`src/rtl/stack_pkg.sv`:
```
// Shared types and helpers for the stack arbiter: FSM states, op encoding, count width.
package stack_pkg;

  typedef enum logic [1:0] {
    ST_IDLE    = 2'd0,
    ST_ISSUE   = 2'd1,
    ST_CAPTURE = 2'd2,
    ST_RESP    = 2'd3
  } state_e;

  localparam logic OP_PUSH = 1'b1;
  localparam logic OP_POP  = 1'b0;

  // Occupancy counter width: must represent 0..depth inclusive.
  function automatic int unsigned cnt_w(input int unsigned depth);
    return $clog2(depth) + 1;
  endfunction

endpackage

```
`src/rtl/rr_arbiter.sv`:
```
// Round-robin arbiter: combinational one-hot grant, pointer advances to the winner on accept.
module rr_arbiter #(
  parameter int unsigned NREQ = 2
) (
  input  logic                     clk,
  input  logic                     rst,
  input  logic [NREQ-1:0]          req,
  input  logic                     accept,
  output logic [NREQ-1:0]          grant_c,
  output logic [$clog2(NREQ)-1:0]  gnt_id_c
);

  localparam int unsigned IW = $clog2(NREQ);

  logic [IW-1:0] ptr;
  logic          found;
  int unsigned   idx;

  // Search starts one past the last winner and wraps around.
  always_comb begin
    grant_c  = '0;
    gnt_id_c = '0;
    found    = 1'b0;
    idx      = 0;
    for (int unsigned off = 1; off <= NREQ; off++) begin
      idx = (32'(ptr) + off) % NREQ;
      if (!found && req[IW'(idx)]) begin
        found             = 1'b1;
        grant_c[IW'(idx)] = 1'b1;
        gnt_id_c          = IW'(idx);
      end
    end
  end

  always_ff @(posedge clk) begin
    if (rst) begin
      ptr <= IW'(NREQ - 1);
    end else if (accept) begin
      ptr <= gnt_id_c;
    end
  end

endmodule

```
`src/rtl/stack_arbiter.sv`:
```
// Round-robin front end for a shared stack: one stack op per grant, own occupancy count,
// error acknowledge on overflowing push or underflowing pop.
module stack_arbiter
  import stack_pkg::*;
#(
  parameter int unsigned DEPTH = 8,
  parameter int unsigned WIDTH = 8,
  parameter int unsigned NREQ  = 2
) (
  input  logic                      clk,
  input  logic                      rst,
  input  logic [NREQ-1:0]           req,
  input  logic [NREQ-1:0]           req_op,
  input  logic [NREQ*WIDTH-1:0]     req_data,
  output logic [NREQ-1:0]           ack,
  output logic [WIDTH-1:0]          rsp_data,
  output logic                      rsp_err,
  output logic                      stk_push,
  output logic                      stk_pop,
  output logic [WIDTH-1:0]          stk_data_in,
  input  logic [WIDTH-1:0]          stk_data_out,
  output logic [cnt_w(DEPTH)-1:0]   count,
  output logic                      busy
);

  localparam int unsigned CW = cnt_w(DEPTH);
  localparam int unsigned IW = $clog2(NREQ);

  state_e            state, state_n;
  logic [IW-1:0]     id_q, id_n;
  logic              op_q, op_n;
  logic [CW-1:0]     count_n;
  logic [NREQ-1:0]   ack_n;
  logic [WIDTH-1:0]  rsp_data_n;
  logic              rsp_err_n;
  logic              push_n;
  logic              pop_n;
  logic [WIDTH-1:0]  din_n;
  logic              accept_c;
  logic [NREQ-1:0]   grant_c;
  logic [IW-1:0]     gnt_id_c;
  logic              win_op_c;
  logic [WIDTH-1:0]  win_data_c;

  rr_arbiter #(.NREQ(NREQ)) u_arb (
    .clk      (clk),
    .rst      (rst),
    .req      (req),
    .accept   (accept_c),
    .grant_c  (grant_c),
    .gnt_id_c (gnt_id_c)
  );

  assign win_op_c   = req_op[gnt_id_c];
  assign win_data_c = req_data[32'(gnt_id_c) * WIDTH +: WIDTH];

  // Outputs are computed one state ahead so they are registered alongside the state.
  always_comb begin
    state_n    = state;
    id_n       = id_q;
    op_n       = op_q;
    count_n    = count;
    ack_n      = '0;
    rsp_data_n = '0;
    rsp_err_n  = 1'b0;
    push_n     = 1'b0;
    pop_n      = 1'b0;
    din_n      = stk_data_in;
    accept_c   = 1'b0;
    case (state)
      ST_IDLE: begin
        if (|req) begin
          accept_c = 1'b1;
          id_n     = gnt_id_c;
          op_n     = win_op_c;
          state_n  = ST_ISSUE;
          if (win_op_c == OP_PUSH) begin
            ack_n = grant_c;
            if (count < CW'(DEPTH)) begin
              push_n  = 1'b1;
              din_n   = win_data_c;
              count_n = count + CW'(1);
            end else begin
              rsp_err_n = 1'b1;
            end
          end else if (count != '0) begin
            pop_n   = 1'b1;
            count_n = count - CW'(1);
          end else begin
            ack_n     = grant_c;
            rsp_err_n = 1'b1;
          end
        end
      end
      ST_ISSUE: begin
        state_n = (op_q == OP_POP && !rsp_err) ? ST_CAPTURE : ST_IDLE;
      end
      ST_CAPTURE: begin
        ack_n      = NREQ'(1) << id_q;
        rsp_data_n = stk_data_out;
        state_n    = ST_RESP;
      end
      ST_RESP: begin
        state_n = ST_IDLE;
      end
      default: begin
        state_n = ST_IDLE;
      end
    endcase
  end

  always_ff @(posedge clk) begin
    if (rst) begin
      state       <= ST_IDLE;
      id_q        <= '0;
      op_q        <= OP_POP;
      count       <= '0;
      ack         <= '0;
      rsp_data    <= '0;
      rsp_err     <= 1'b0;
      stk_push    <= 1'b0;
      stk_pop     <= 1'b0;
      stk_data_in <= '0;
      busy        <= 1'b0;
    end else begin
      state       <= state_n;
      id_q        <= id_n;
      op_q        <= op_n;
      count       <= count_n;
      ack         <= ack_n;
      rsp_data    <= rsp_data_n;
      rsp_err     <= rsp_err_n;
      stk_push    <= push_n;
      stk_pop     <= pop_n;
      stk_data_in <= din_n;
      busy        <= (state_n != ST_IDLE);
    end
  end

endmodule

```
`config.mk`:
```
export PLATFORM = sky130hd
export DESIGN_NAME = stack_arbiter
export DESIGN_NICKNAME = d
export VERILOG_FILES = /design/src/rtl/stack_pkg.sv /design/src/rtl/rr_arbiter.sv /design/src/rtl/stack_arbiter.sv
export SDC_FILE = /design/constraint.sdc
export NUM_CORES = 1
export LEC_CHECK = 0
export BUFFER_PORTS_ARGS = -buffer_cell sky130_fd_sc_hd__buf_2
export CAP_MARGIN = 20
export CORE_MARGIN = 1.5
export CORE_UTILIZATION = 30
export DETAILED_ROUTE_END_ITERATION = 10
export SETUP_SLACK_MARGIN = 0.15
export SLEW_MARGIN = 20
export SYNTH_ARGS = -nofsm -noshare
export SYNTH_HDL_FRONTEND = slang
export SYNTH_HIERARCHICAL = 1
export SYNTH_SLANG_ARGS = --single-unit
```
`constraint.sdc`:
```
create_clock -name clk -period 2.8 [get_ports clk]
set_input_delay 0.14 -clock clk [delete_from_list [all_inputs] [get_ports clk]]
set_output_delay 0.14 -clock clk [all_outputs]
set_load 0.005 [all_outputs]
```
==> summary.txt <==
====================================================================================
Final-layout worst hold slack                                              0.0594 ns
Remaining Overflow, GRT                                                            0
Fin crit share                                                                 76.0%
Number of nets in the synthesized netlist                                        158
Via count of the routed design                                                  1085
Standby leakage power                                                       0.808 nW
DRT antenna net count                                                              0
Number of I/O port buffers                                                        55
Critical Path Source Type                                                   register
Synthesis warning total                                                            6
Quantity of gates resized following cts                                            0
Number of global-route vias before repair                                       1016
Maximum fanout along the worst path                                               10
Detailed-route DRC error count                                                     0
Number of failing setup endpoints in the final timing report                       0
Starting density of the core                                                   31.8%
Ranking of synthesized cells by area                                    dfxtp_1 48%, mux2i_1 6.9%, a211oi_1 5.2%, and2_1 3.8%, nor2_1 3.2%
Library cells used by synthesis                                                   38
Post-CTS Repair Setup Buffers                                                      0
Die extent in y                                                              68.9 µm
Highest Clock Rate                                                         0.470 GHz
Mean post-synth cell area                                                   10.4 µm²
Series of cell instances along the critical path                        a21boi_2, mux2i_4, buf_4, ha_1, a21o_2, or4_1, a31oi_1
Longest Clk Path Bufs                                                              2
Count of flip-flops with a built-in enable after synthesis                         0
Post-place instance area                                                 0.00161 mm²
Area of all placed cells without fillers                                 0.00169 mm²
Worst vdd rail ir drop                                                      0.514 mV
Die extent in x                                                              68.9 µm
Share of synthesized registers carrying an async set or reset                     0%
Hold WC Path Type                                                       input port to register
CTS Sinks                                                                         31
CTS tree                                                                        done
Area leader, netlist                                                         dfxtp_1
Worst-case headroom to the max-slew limit                                      49.6%
Commonest cells post-synth                                              31 x dfxtp_1, 11 x nor2_1, 9 x a211oi_1, 9 x mux2i_1, 8 x and2_1
Type of destination of the critical path                                    register
Final count of pins violating max slew                                             0
Net count of the finished layout                                                 217
Maximum clock skew at final layout                                        0.00510 ns
Worst path slowest cell                                                        or4_1
Post-DP HPWL                                                                 2010 µm
Clk pin slew, worst setup/hold paths                                         0.06 ns
Pre-CTS setup slack                                                         0.703 ns
Area growth, synth to finish                                                   30.1%
Die Footprint                                                            0.00474 mm²
Count of mapped cells out of synthesis                                           125
Detailed-router iteration count before antenna repair                              4
CP arrival                                                                   2.33 ns
Final hold viol count                                                              0
Most common cell in the netlist                                              dfxtp_1
Min Clock Period, post-route                                                 2.13 ns
Share of cells above drive strength 1                                          39.5%
Largest net degree at the start of global routing                                 25
Total global-route track usage                                                 13.1%
Area of the placeable core                                               0.00409 mm²
Class of the most critical setup path                                   register to register
Filler Cell Count                                                                414
P per Cell Area                                                           811 mW/mm²
Diode insertion count for antenna repair                                           0
Clock buffers created by TritonCTS                                                 5
Worst-Margin Slew                                                           0.751 ns
Power Total                                                                  1.37 mW
Sequential fraction of the synthesis area                                      47.7%
Top cell type's share of synthesized area                                      47.7%
Routed wire per std cell                                                     11.6 µm
Root buf cell                                                               clkbuf_8
Total Neg Setup Slack                                                           0 ns
Routed Wire Length                                                           2730 µm
Number of non-filler instances in the completed layout                           235
Unrepaired setup endpoints after global routing                                   no
Clock network latency to the later pin of the worst-skew pair                0.27 ns
Commonest register cell after synthesis                                      dfxtp_1
Final GP Congestion                                                            0.831
Iteration-0 DRC Markers                                                           45
Num rows                                                                          23
# Max-Cap Violations                                                               0
Dpl cells                                                                        227
Top-Level Pins                                                                    56
Post-Syn Area                                                            0.00130 mm²
Number of buffers inserted for hold repair after clock tree synthesis              0
Data required time of the worst path                                         3.00 ns
Vias per inst                                                                   4.62
First-pass GRT wire length                                                   4450 µm
Antenna violations before repair                                                   0
Final Worst Setup Slack                                                     0.672 ns
Biggest cell delay along the critical path                                   0.39 ns
Status                                                                  finished, final reports clean
Finished Core Util                                                             41.4%
Number of levels in the clock H-tree                                               2
Post-synthesis register bit count                                                 31
====================================================================================
[layout by cell type (no fill, tap or decap), types with 2 or more instances in the layout]
cell type | synthesis | final
buf_2 | 1 | 55
dfxtp_1 | 31 | 31
nor2_1 | 11 | 11
mux2i_1 | 9 | 9
a211oi_1 | 9 | 9
and2_1 | 8 | 8
a21oi_1 | 6 | 6
nor3_1 | 5 | 5
clkbuf_8 | 0 | 5
o21ai_1 | 3 | 3
a31oi_1 | 3 | 3
inv_1 | 3 | 3
nor4_1 | 2 | 2
nand3_1 | 2 | 2
o21ai_0 | 2 | 2
a21o_2 | 2 | 2
nand2_1 | 2 | 2
ha_1 | 2 | 2
clkbuf_1 | 1 | 2
buf_4 | 0 | 2
a21boi_0 | 2 | 2
[kinds of logic after synthesis]
logic type               count (synthesis)  synth area share [%]
AO/OA/AOI/OAI                           30                  15.6
XOR/XNOR                                 1                 0.673
adder cells (fa/ha/maj)                  3                  3.46
buffers and inverters                    9                  4.42
flip-flops                              31                  47.7
multiplexers                            11                  9.81
AND/OR/NAND/NOR                         40                  18.4
[layout make-up]
type                            instances  area (µm²)  area share, %
Timing Repair Buffer                   57         290           17.1
Multi-Input combinational cell         85         623           36.8
Tap cell                               50        62.6           3.70
Clock inverter                          1        5.00          0.296
Clock buffer                            7        76.3           4.51
Inverter                                4        15.0          0.887
Sequential cell                        31         621           36.7
[worst max-delay path: cells and delay by family, from the launching register on]
kind | cells | cell delay [ns]
compound gates | 3 | 0.55
fa+ha+maj | 1 | 0.28
buf+inv | 1 | 0.23
flops | 1 | 0.34
mux | 1 | 0.26
simple gates | 1 | 0.39
[flip-flops by register name, indices dropped and copies added (netlist names)]
register / cells
rsp_data: 8
stk_data_in: 8
count: 4
ack: 2
state: 2
busy: 1
id_q: 1
op_q: 1
rsp_err: 1
stk_pop: 1
stk_push: 1
u_arb/ptr: 1
[routing by layer]
layer  vias to the layer above  share of wire, %  global-route usage (%)
met5                         -                 0                       0
met3                         6               4.6                    5.68
met1                       484                47                    16.6
li1                        571                 -                       -
met4                         0               1.7                    7.11
met2                        24                47                    18.5
[worst paths after layout]
kind | startpoint | end | slack, ns | cells after the start
hold / removal | stk_data_out[6] | rsp_data[6] | 0.06 | 2
setup reg to reg | u_arb/ptr | count[3] | 0.67 | 7
setup / recovery | u_arb/ptr | count[3] | 0.67 | 7
hold reg to reg | id_q | id_q | 0.49 | 2
[power breakdown]
group	total, mW	switching, mW	internal, mW	leakage [nW]
logic	0.456	0.225	0.230	0.512
clock network	0.325	0.151	0.174	0.0422
registers	0.592	0.0688	0.523	0.254
Power figures use the tool's default switching activity.
